[config.mk]
export PLATFORM = sky130hd
export DESIGN_NAME = mem_bus_arbiter
export DESIGN_NICKNAME = d
export VERILOG_FILES = /design/src/rtl/mem_bus_arbiter.sv
export SDC_FILE = /design/constraint.sdc
export NUM_CORES = 1
export LEC_CHECK = 0
export ABC_AREA = 1
export ABC_CLOCK_PERIOD_IN_PS = 2070
export CORE_MARGIN = 1.5
export CORE_UTILIZATION = 40
export CTS_CLUSTER_SIZE = 40
export DETAILED_ROUTE_END_ITERATION = 16
export HOLD_SLACK_MARGIN = 0.03
export PLACE_DENSITY = 0.75
export SLEW_MARGIN = 20
export SYNTH_ARGS = -nofsm -noshare
export SYNTH_HDL_FRONTEND = slang
export SYNTH_SLANG_ARGS = --single-unit
export TNS_END_PERCENT = 100
[constraint.sdc]
create_clock -name clk -period 2.07 [get_ports clk]
set_clock_uncertainty 0.15 [all_clocks]
set_input_delay 0.3105 -clock clk [delete_from_list [all_inputs] [get_ports clk]]
set_output_delay 0.3105 -clock clk [all_outputs]
set_load 0.05 [all_outputs]
[src/rtl/mem_bus_arbiter.sv]
// mem_bus_arbiter
//   Shares the single MSP430 memory bus (MAB/MDB) between the instruction
//   fetch port and the execute-stage data port. Each access runs through
//   IDLE -> ACCESS -> DONE. Grant is issued combinationally in IDLE. The bus
//   is driven for 1+WAIT_STATES cycles. Acknowledge and read data follow in
//   the next cycle.
//
//   Handshake (both ports): a requester raises req with its address and
//   controls and holds them stable until ack. gnt pulses for one cycle when
//   the access starts. ack pulses for one cycle when it completes, with
//   rdata valid at that point. req seen high in IDLE always starts a new
//   access, so the requester drops req or presents its next request in the
//   cycle after ack.
//
// Ports
//   clk, rst                       clock, synchronous active-high reset
//   fetch_req/addr                 fetch request (always a word read)
//   fetch_gnt/ack/rdata            fetch grant pulse, ack pulse, read word
//   data_req/we/bw/addr/wdata      data request, write, byte, address, wdata
//   data_gnt/ack/rdata             data grant pulse, ack pulse, read data
//   MAB, MDB_out, MDB_in           memory address, write data, read data
//   mem_re, mem_we[1:0]            read strobe, write byte enables (hi, lo)
//   busy                           FSM not in IDLE
//   dbg_state                      current FSM state encoding
module mem_bus_arbiter #(
   parameter int WAIT_STATES     = 0,
   parameter int MAX_DATA_STREAK = 4
) (
   input  logic        clk,
   input  logic        rst,
   input  logic        fetch_req,
   input  logic [15:0] fetch_addr,
   output logic        fetch_gnt,
   output logic        fetch_ack,
   output logic [15:0] fetch_rdata,
   input  logic        data_req,
   input  logic        data_we,
   input  logic        data_bw,
   input  logic [15:0] data_addr,
   input  logic [15:0] data_wdata,
   output logic        data_gnt,
   output logic        data_ack,
   output logic [15:0] data_rdata,
   output logic [15:0] MAB,
   output logic [15:0] MDB_out,
   input  logic [15:0] MDB_in,
   output logic        mem_re,
   output logic [1:0]  mem_we,
   output logic        busy,
   output logic [1:0]  dbg_state
);

   localparam int SW = $clog2(MAX_DATA_STREAK + 1);

   typedef enum logic [1:0] {
      IDLE   = 2'd0,
      ACCESS = 2'd1,
      DONE   = 2'd2
   } state_t;

   state_t         state, state_n;
   logic [3:0]     wait_cnt;
   logic [SW-1:0]  streak;
   logic           sel_data, sel_we, sel_bw, sel_odd;

   logic           pick_fetch, pick_data;
   logic [15:0]    acc_addr;
   logic           acc_we, acc_bw;
   logic [15:0]    next_mab, next_mdb;
   logic [1:0]     next_mwe;

   // Next state and arbitration. Data wins ties unless it has already taken
   // MAX_DATA_STREAK grants in a row while fetch was waiting.
   always_comb begin
      state_n    = state;
      pick_fetch = 1'b0;
      pick_data  = 1'b0;
      unique case (state)
         IDLE: begin
            if (data_req && !(fetch_req && streak == SW'(MAX_DATA_STREAK)))
               pick_data = 1'b1;
            else if (fetch_req)
               pick_fetch = 1'b1;
            if (pick_data || pick_fetch)
               state_n = ACCESS;
         end
         ACCESS: begin
            if (wait_cnt == 4'd0)
               state_n = DONE;
         end
         default: state_n = IDLE;
      endcase
   end

   // Bus values for the access being granted this cycle.
   always_comb begin
      acc_addr = pick_data ? data_addr : fetch_addr;
      acc_we   = pick_data & data_we;
      acc_bw   = pick_data & data_bw;
      next_mab = acc_bw ? acc_addr : {acc_addr[15:1], 1'b0};
      next_mdb = 16'h0000;
      next_mwe = 2'b00;
      if (acc_we) begin
         next_mdb = acc_bw ? {2{data_wdata[7:0]}} : data_wdata;
         next_mwe = acc_bw ? (acc_addr[0] ? 2'b10 : 2'b01) : 2'b11;
      end
   end

   // Grants are combinational; masking with rst keeps a grant from being
   // reported for a cycle whose state update the reset discards.
   assign fetch_gnt = pick_fetch & ~rst;
   assign data_gnt  = pick_data  & ~rst;
   assign busy      = (state != IDLE);
   assign dbg_state = state;

   always_ff @(posedge clk) begin
      if (rst) begin
         state       <= IDLE;
         wait_cnt    <= 4'd0;
         streak      <= '0;
         sel_data    <= 1'b0;
         sel_we      <= 1'b0;
         sel_bw      <= 1'b0;
         sel_odd     <= 1'b0;
         MAB         <= 16'h0000;
         MDB_out     <= 16'h0000;
         mem_re      <= 1'b0;
         mem_we      <= 2'b00;
         fetch_ack   <= 1'b0;
         data_ack    <= 1'b0;
         fetch_rdata <= 16'h0000;
         data_rdata  <= 16'h0000;
      end else begin
         state     <= state_n;
         fetch_ack <= 1'b0;
         data_ack  <= 1'b0;
         unique case (state)
            IDLE: begin
               if (pick_fetch || pick_data) begin
                  sel_data <= pick_data;
                  sel_we   <= acc_we;
                  sel_bw   <= acc_bw;
                  sel_odd  <= acc_addr[0];
                  wait_cnt <= 4'(WAIT_STATES);
                  MAB      <= next_mab;
                  MDB_out  <= next_mdb;
                  mem_re   <= ~acc_we;
                  mem_we   <= next_mwe;
                  // Streak only counts data grants that made fetch wait.
                  streak   <= (pick_data && fetch_req) ? streak + SW'(1) : '0;
               end
            end
            ACCESS: begin
               if (wait_cnt != 4'd0) begin
                  wait_cnt <= wait_cnt - 4'd1;
               end else begin
                  MAB     <= 16'h0000;
                  MDB_out <= 16'h0000;
                  mem_re  <= 1'b0;
                  mem_we  <= 2'b00;
                  if (sel_data) data_ack  <= 1'b1;
                  else          fetch_ack <= 1'b1;
                  // Read data is captured on the last bus cycle, while
                  // MDB_in is still valid under mem_re.
                  if (!sel_we) begin
                     if (!sel_data)
                        fetch_rdata <= MDB_in;
                     else if (sel_bw)
                        data_rdata <= {8'h00, sel_odd ? MDB_in[15:8] : MDB_in[7:0]};
                     else
                        data_rdata <= MDB_in;
                  end
               end
            end
            default: ;
         endcase
      end
   end

endmodule

==> qor.yml, run 1 <==
synth_seq_area_share_pct: 45.8
gr-total-overflow: 0
drc: 0
synth_compound_area_share_pct: 19.1
p_sw_share_pct: 42.5
port_buffers: 143
worstPathArrival_ns: 1.53
synth_fa_ha_area_share_pct: 1.40
combPwrFrac_pct: 43.8
cts_tree: "built"
holdPathEnd: "MDB_out[3]"
cts_sinks: 82
grt_max_degree: 34
synthTopCellsByArea: "dfxtp_1 (46%), nand2_1 (9.1%), nor2_1 (8.1%), a21oi_1 (6.4%), o21ai_0 (5.6%)"
slew_violations: 0
crit_required_ns: 1.61
multi_input_area_mm2: 0.00159
slew_headroom_pct: 64.0
drive_above_1_share_pct: 9.15
fmax_mhz: 501
drt_iter0_drc: 145
die_area_mm2: 0.00955
die_w_um: 97.7
synth.distinct_cells: 33
clock_latency_ns: 0.35
synth_area_mm2: 0.00359
path_delay_family: "buffers and inverters"
worstMarginPinSlew_ns: 0.538
p_clk_share_pct: 21.5
async_reset_ff_share_pct: 0
worstHoldPathType: "flip-flop to flip-flop"
core_mm2: 0.00872
yosys_register_bits: 82
netlist_top_cells_count: "nand2_1 (87), dfxtp_1 (82), nor2_1 (77)"
synth_warnings: 0
worstHoldPathCells: 2
r2r-start: "streak[0]"
dr.pass1.iters: 4
reg2regPathDepth: 9
yosys.area.top_type_share_pct: 45.8
dp_hpwl_um: 7320
clk_path_buf_depth: 2
muxShareOfSynthArea_pct: 0
ios: 144
synth_top_family_by_area: "simple AND/OR/NAND/NOR gates"
area_delta_synth_final_pct: 49.1
power.density_mw_per_mm2: 1070
grt_pass1_vias: 3450
rsz0062_at_grt: "false"
p_int_mw: 3.28
final.setup.tns_ns: 0
synth_edf_count: 0
synth_top_area_cell: "dfxtp_1"
hold_viol_final: 0
core.rowCount: 34
drt_wl_total_um: 9930
critPathLaunchType: "flip-flop"
clkTransAtPathRegs_ns: 0.09
crit_chain: "clkdlybuf4s50_1"
seq_power_share_pct: 34.7
cap_violations: 0
cts-hold-fix-buffers: 0
antenna_found_initial: 0
nets: 692
grt_pass1_wl_um: 16000
numCtsBuffers: 9
run_status: "finished, final reports clean"
worst-path-buf-inv: 1
path_max_fanout: 2
htreeDepth: 3
dr_total_vias: 3628
p_leak_nw: 2.19
p_sw_mw: 2.43
synth_most_common_cell: "nand2_1"
initial_core_util_pct: 41.1
crit_path_end_kind: "output pin"
synth_xor_area_share_pct: 0.244
rr_endpoint: "mem_we[1]"
via_per_inst: 4.96
slowest_delay_ns: 0.82
critical_path_class: "flip-flop to output pin"
nFillCells: 810
report.power.total_mw: 5.71
synth_cells: 474
gp_congestion: 0.862
die_h_um: 97.7
diodes: 0
regArea_mm2: 0.00164
root_buffer: "clkbuf_8"
wl_per_cell_um: 13.6
rrSetupSlack_ns: 0.29
syn_nets: 548
yosys.area_share.simple_pct: 23.3
ant_nets: 0
hold_start: "MDB_out[3]"
cpMaxStageDelayCell: "clkdlybuf4s50_1"
setup_violations: 0
synth_ff_type: "dfxtp_1"
grt_usage_pct: 20.8
period_minus_slack_ns: 1.99
fin_crit_sh_pct: 96.3
avgSynthCellArea_um2: 7.57
ir_drop_uv: 602
[kinds of logic (layout without fill, tap and decap cells)]
kind of cell	count (synthesis)	in the layout
AO/OA/AOI/OAI	129	129
XOR/XNOR	1	1
adder cells (fa/ha/maj)	4	4
buffers and inverters	71	220
flip-flops	82	82
AND/OR/NAND/NOR	187	187
[power groups by stage]
stage,Sequential [mW],Clock [mW],Combinational (mW)
after global placement,2.01,0,2.44
after detailed placement,2.02,0,2.48
after floorplan,2.75,0,0.978
after global routing,2.02,1.33,2.67
after CTS,1.98,1.26,2.49
final,1.98,1.23,2.50
[timing repair]
item,4_1_cts,5_1_grt
resized for setup,2,5
setup buffers,0,3
endpoints found under the setup margin,2,4
[metal layers]
| metal | GRT usage [%] | vias up | part of all wire, % |
|---|---|---|---|
| met5 | 0 | - | 0 |
| met4 | 6.59 | 0 | 1.6 |
| met3 | 6.19 | 15 | 6.4 |
| met2 | 36.2 | 126 | 49 |
| met1 | 24.6 | 1667 | 43 |
| li1 | - | 1820 | - |
[state kept, by name, summed over array words and instances, names as in the netlist]
| name | count |
|---|---|
| streak | 3 |
| sel_data | 1 |
| data_ack | 1 |
| dbg_state | 2 |
| sel_bw | 1 |
| wait_cnt | 4 |
| mem_we | 2 |
| sel_odd | 1 |
| MDB_out | 16 |
| data_rdata | 16 |
| sel_we | 1 |
| fetch_rdata | 16 |
| mem_re | 1 |
| fetch_ack | 1 |
| MAB | 16 |
[worst max path at each step]
| stage | from | to | slack [ns] | cells past startpoint |
|---|---|---|---|---|
| after global placement | data_req | MAB[6] | 0.12 | 7 |
| final | MDB_out[10] | MDB_out[10] | 0.08 | 1 |
| after CTS | streak[0] | data_gnt | 0.01 | 6 |
| after detailed placement | data_req | streak[0] | 0.07 | 8 |
| after floorplan | dbg_state[0] | data_gnt | 0.07 | 4 |
| after global routing | data_rdata[7] | data_rdata[7] | 0.004 | 1 |
[cell type report]
type / instances / share of cell area (%)
Multi-Input combinational cell: 321 / 29.8
Clock buffer: 9 / 2.32
Clock inverter: 7 / 1.59
Inverter: 48 / 3.60
Timing Repair Buffer: 156 / 29.5
Tap cell: 108 / 2.53
Sequential cell: 82 / 30.7
[cells in the final DEF, fill, tap and decap left out, drive strengths merged, types with 2 or more instances in the layout]
cell type        n
a21oi           46
nand4            2
nor3             4
nand2           89
clkdlybuf4s50  136
dfxtp           82
buf             18
nor2            84
o22ai            2
clkinv           2
ha               4
inv             52
clkbuf           9
o211ai           7
o21ai           72
nand3            8
dlymetal6s2s     2
[through the flow]
step / hold WS (ns) / utilization, % / worst slack (ns) / std cells / instance area, um2
after floorplan: 0.294 / - / 0.0708 / 474 / 3590
after global placement: 0.299 / 58.4 / 0.117 / 712 / 5090
after detailed placement: 0.306 / 58.4 / 0.0656 / 712 / 5090
after CTS: 0.323 / 60.9 / 0.0150 / 728 / 5310
after global routing: 0.338 / 61.3 / 0.00397 / 731 / 5350
final: 0.322 / 61.3 / 0.0756 / 731 / 5350
(Power assumes the default switching activity.)
==> run 2: changes to the inputs <==
--- a/config.mk
+++ b/config.mk
@@ -8,11 +8,11 @@
 export ABC_AREA = 1
 export ABC_CLOCK_PERIOD_IN_PS = 2070
 export CORE_MARGIN = 1.5
-export CORE_UTILIZATION = 40
+export CORE_UTILIZATION = 43
 export CTS_CLUSTER_SIZE = 40
 export DETAILED_ROUTE_END_ITERATION = 16
 export HOLD_SLACK_MARGIN = 0.03
-export PLACE_DENSITY = 0.75
+export PLACE_DENSITY = 0.8
 export SLEW_MARGIN = 20
 export SYNTH_ARGS = -nofsm -noshare
 export SYNTH_HDL_FRONTEND = slang
==> constraint.sdc (replaced) <==
create_clock -name clk -period 2.07 [get_ports clk]
set_clock_uncertainty 0.15 [all_clocks]
set_input_delay 0.621 -clock clk [delete_from_list [all_inputs] [get_ports clk]]
set_output_delay 0.621 -clock clk [all_outputs]
set_load 0.05 [all_outputs]
==> run 2 against run 1 <==
  * The run now ends with setup timing left
  * Sequential cell count stayed put
  * Setup slack got worse by 0.20 ns
  * Cell count increased by 1.1%
  * Power up 1.4%
  * Design area is 0.68% lower
  * Non-clock buffer count up 11
  * Maximum frequency down 9.3%
  * Utilization grew 4.0 points
  * Global-route usage grew 1.7 points
  * Die area decreased by 6.8%
  * Critical path depth increased by 4
==> qor.yml, run 2 (same netlist as run 1, synthesis figures left out) <==
setup_ws_ns: -0.129
crit_path_end_kind: "output pin"
critical_path_class: "input port to output pin"
cpMaxStageDelayCell: "dlygate4sd2_1"
cap_violations: 0
clk_path_buf_depth: 2
dr_total_vias: 3637
drc: 0
ir_drop_uv: 592
placement.cell_area_mm2: 0.00498
via_per_inst: 4.92
grt_usage_pct: 22.5
p_leak_nw: 2.34
setup_violations: 2
combPwrFrac_pct: 43.1
dp_hpwl_um: 7170
multi_input_area_mm2: 0.00162
hold_viol_final: 0
drt_iter0_drc: 139
reg2regPathDepth: 9
r2r-start: "streak[1]"
critPathLaunchType: "input port"
drive_above_1_share_pct: 23.0
final_cell_mix: "buf_4 (92), nand2_1 (86), dfxtp_1 (78)"
run_status: "finished with violations"
cts-hold-fix-buffers: 0
crit_chain: "dlygate4sd2_1 -> nand2_2 -> nand4_1 -> inv_4 -> buf_12"
drt_wl_total_um: 9980
gr-total-overflow: 0
die_area_mm2: 0.00890
p_int_mw: 3.38
final_common_cell: "buf_4"
p_sw_share_pct: 41.7
worstHoldPathType: "flip-flop to flip-flop"
gp_congestion: 0.856
fmax_mhz: 455
wl_per_cell_um: 13.5
violations: "setup timing"
report.power.total_mw: 5.79
antenna_found_initial: 0
nets: 703
root_buffer: "clkbuf_8"
grt_pass1_vias: 3514
die_w_um: 94.3
period_minus_slack_ns: 2.20
power.density_mw_per_mm2: 1090
fin_crit_sh_pct: 106
p_clk_share_pct: 22.4
grt_max_degree: 48
worstMarginPinSlew_ns: 0.442
die_h_um: 94.3
rrSetupSlack_ns: 0.16
clock_latency_ns: 0.35
path_max_fanout: 4
worstPathArrival_ns: 1.43
core.rowCount: 33
ios: 144
numCtsBuffers: 9
regArea_mm2: 0.00165
final_cell_area_mm2: 0.00531
clkTransAtPathRegs_ns: 0.08
nFillCells: 685
port_buffers: 143
crit_required_ns: 1.30
rsz0062_at_grt: "true"
core_mm2: 0.00813
initial_core_util_pct: 44.1
endpoint: "fetch_gnt"
area_delta_synth_final_pct: 48.1
dr.pass1.iters: 5
htreeDepth: 3
cts_sinks: 82
preCtsSetupSlack_ns: -0.504
ant_nets: 0
grt_pass1_wl_um: 15800
slew_headroom_pct: 70.4
slowest_delay_ns: 0.31
diodes: 0
seq_power_share_pct: 34.5
p_sw_mw: 2.41
cts_tree: "built"
rr_endpoint: "MDB_out[15]"
slew_violations: 0
timing.critical_path.from: "data_req"
-- run 2: changes by cell type in the layout (fill, tap and decap cells not counted), sizes merged --
| cell | previous run | this run |
|---|---|---|
| clkdlybuf4s50 | 136 | 66 |
| bufinv | 1 | 2 |
| clkinv | 2 | 1 |
| clkinvlp | 0 | 2 |
| inv | 52 | 50 |
| dlymetal6s2s | 2 | 0 |
| clkdlybuf4s15 | 0 | 1 |
| dlygate4sd2 | 0 | 2 |
| buf | 18 | 98 |
-- run 2: power by group through the flow --
stage | registers, mW | logic (mW) | clock network [mW]
global route | 2.03 | 2.68 | 1.39
floorplan | 2.75 | 0.988 | 0
finish | 2.00 | 2.50 | 1.30
global placement | 2.02 | 2.40 | 0
CTS | 2.00 | 2.48 | 1.33
detailed placement | 2.03 | 2.44 | 0
-- run 2: what timing repair did --
| action | in CTS | in global routing |
|---|---|---|
| endpoints found under the setup margin | 21 | 3 |
| setup buffers | 7 | 3 |
| pin swaps | 3 | 2 |
| gates resized for setup | 14 | 2 |
-- run 2: worst max-delay path, delay by kind of cell --
kind / cells / cell delay (ns)
buffers and inverters: 3 / 0.55
AND/OR/NAND/NOR: 2 / 0.24
-- run 2: routing by layer --
metal  routed length (um)  GRT usage (%)
met1                 4230           27.4
met2                 4950           38.0
met3                  520           5.15
met4                  280           9.33
met5                    0              0
-- run 2: worst min path at each step --
stage,start,endpoint,slack [ns],depth (start not counted)
after floorplan,wait_cnt[0],wait_cnt[0],0.29,1
after CTS,MDB_out[5],MDB_out[5],0.32,2
final,MDB_out[14],MDB_out[14],0.32,2
after global routing,MDB_out[10],MDB_out[10],0.35,2
after detailed placement,MDB_out[5],MDB_out[5],0.30,2
after global placement,MDB_out[7],MDB_out[7],0.30,2
-- run 2: layout make-up --
| cell class | count | area share [%] |
|---|---|---|
| clock buffers | 9 | 2.33 |
| clock inverters | 7 | 1.91 |
| inverters | 48 | 3.72 |
| well taps | 105 | 2.47 |
| repair buffers | 167 | 28.0 |
| flip-flops and latches | 82 | 31.0 |
| multi-input cells | 321 | 30.5 |
-- run 2: through the flow --
stage / util (%) / setup TNS (ns) / hold WS (ns) / cells
after floorplan: - / -0.0354 / 0.294 / 474
after global placement: 61.2 / -13.27 / 0.300 / 713
after detailed placement: 61.2 / -15.32 / 0.304 / 713
after CTS: 65.0 / -0.252 / 0.320 / 736
after global routing: 65.3 / -0.409 / 0.346 / 739
final: 65.3 / -0.248 / 0.318 / 739
==> run 3: changes to the inputs <==
--- a/config.mk
+++ b/config.mk
@@ -7,6 +7,7 @@
 export LEC_CHECK = 0
 export ABC_AREA = 1
 export ABC_CLOCK_PERIOD_IN_PS = 2070
+export CAP_MARGIN = 0
 export CORE_MARGIN = 1.5
 export CORE_UTILIZATION = 43
 export CTS_CLUSTER_SIZE = 40
==> results of run 3 <==
Same layout as run 2: the final DEF is identical, and so are final timing and power.
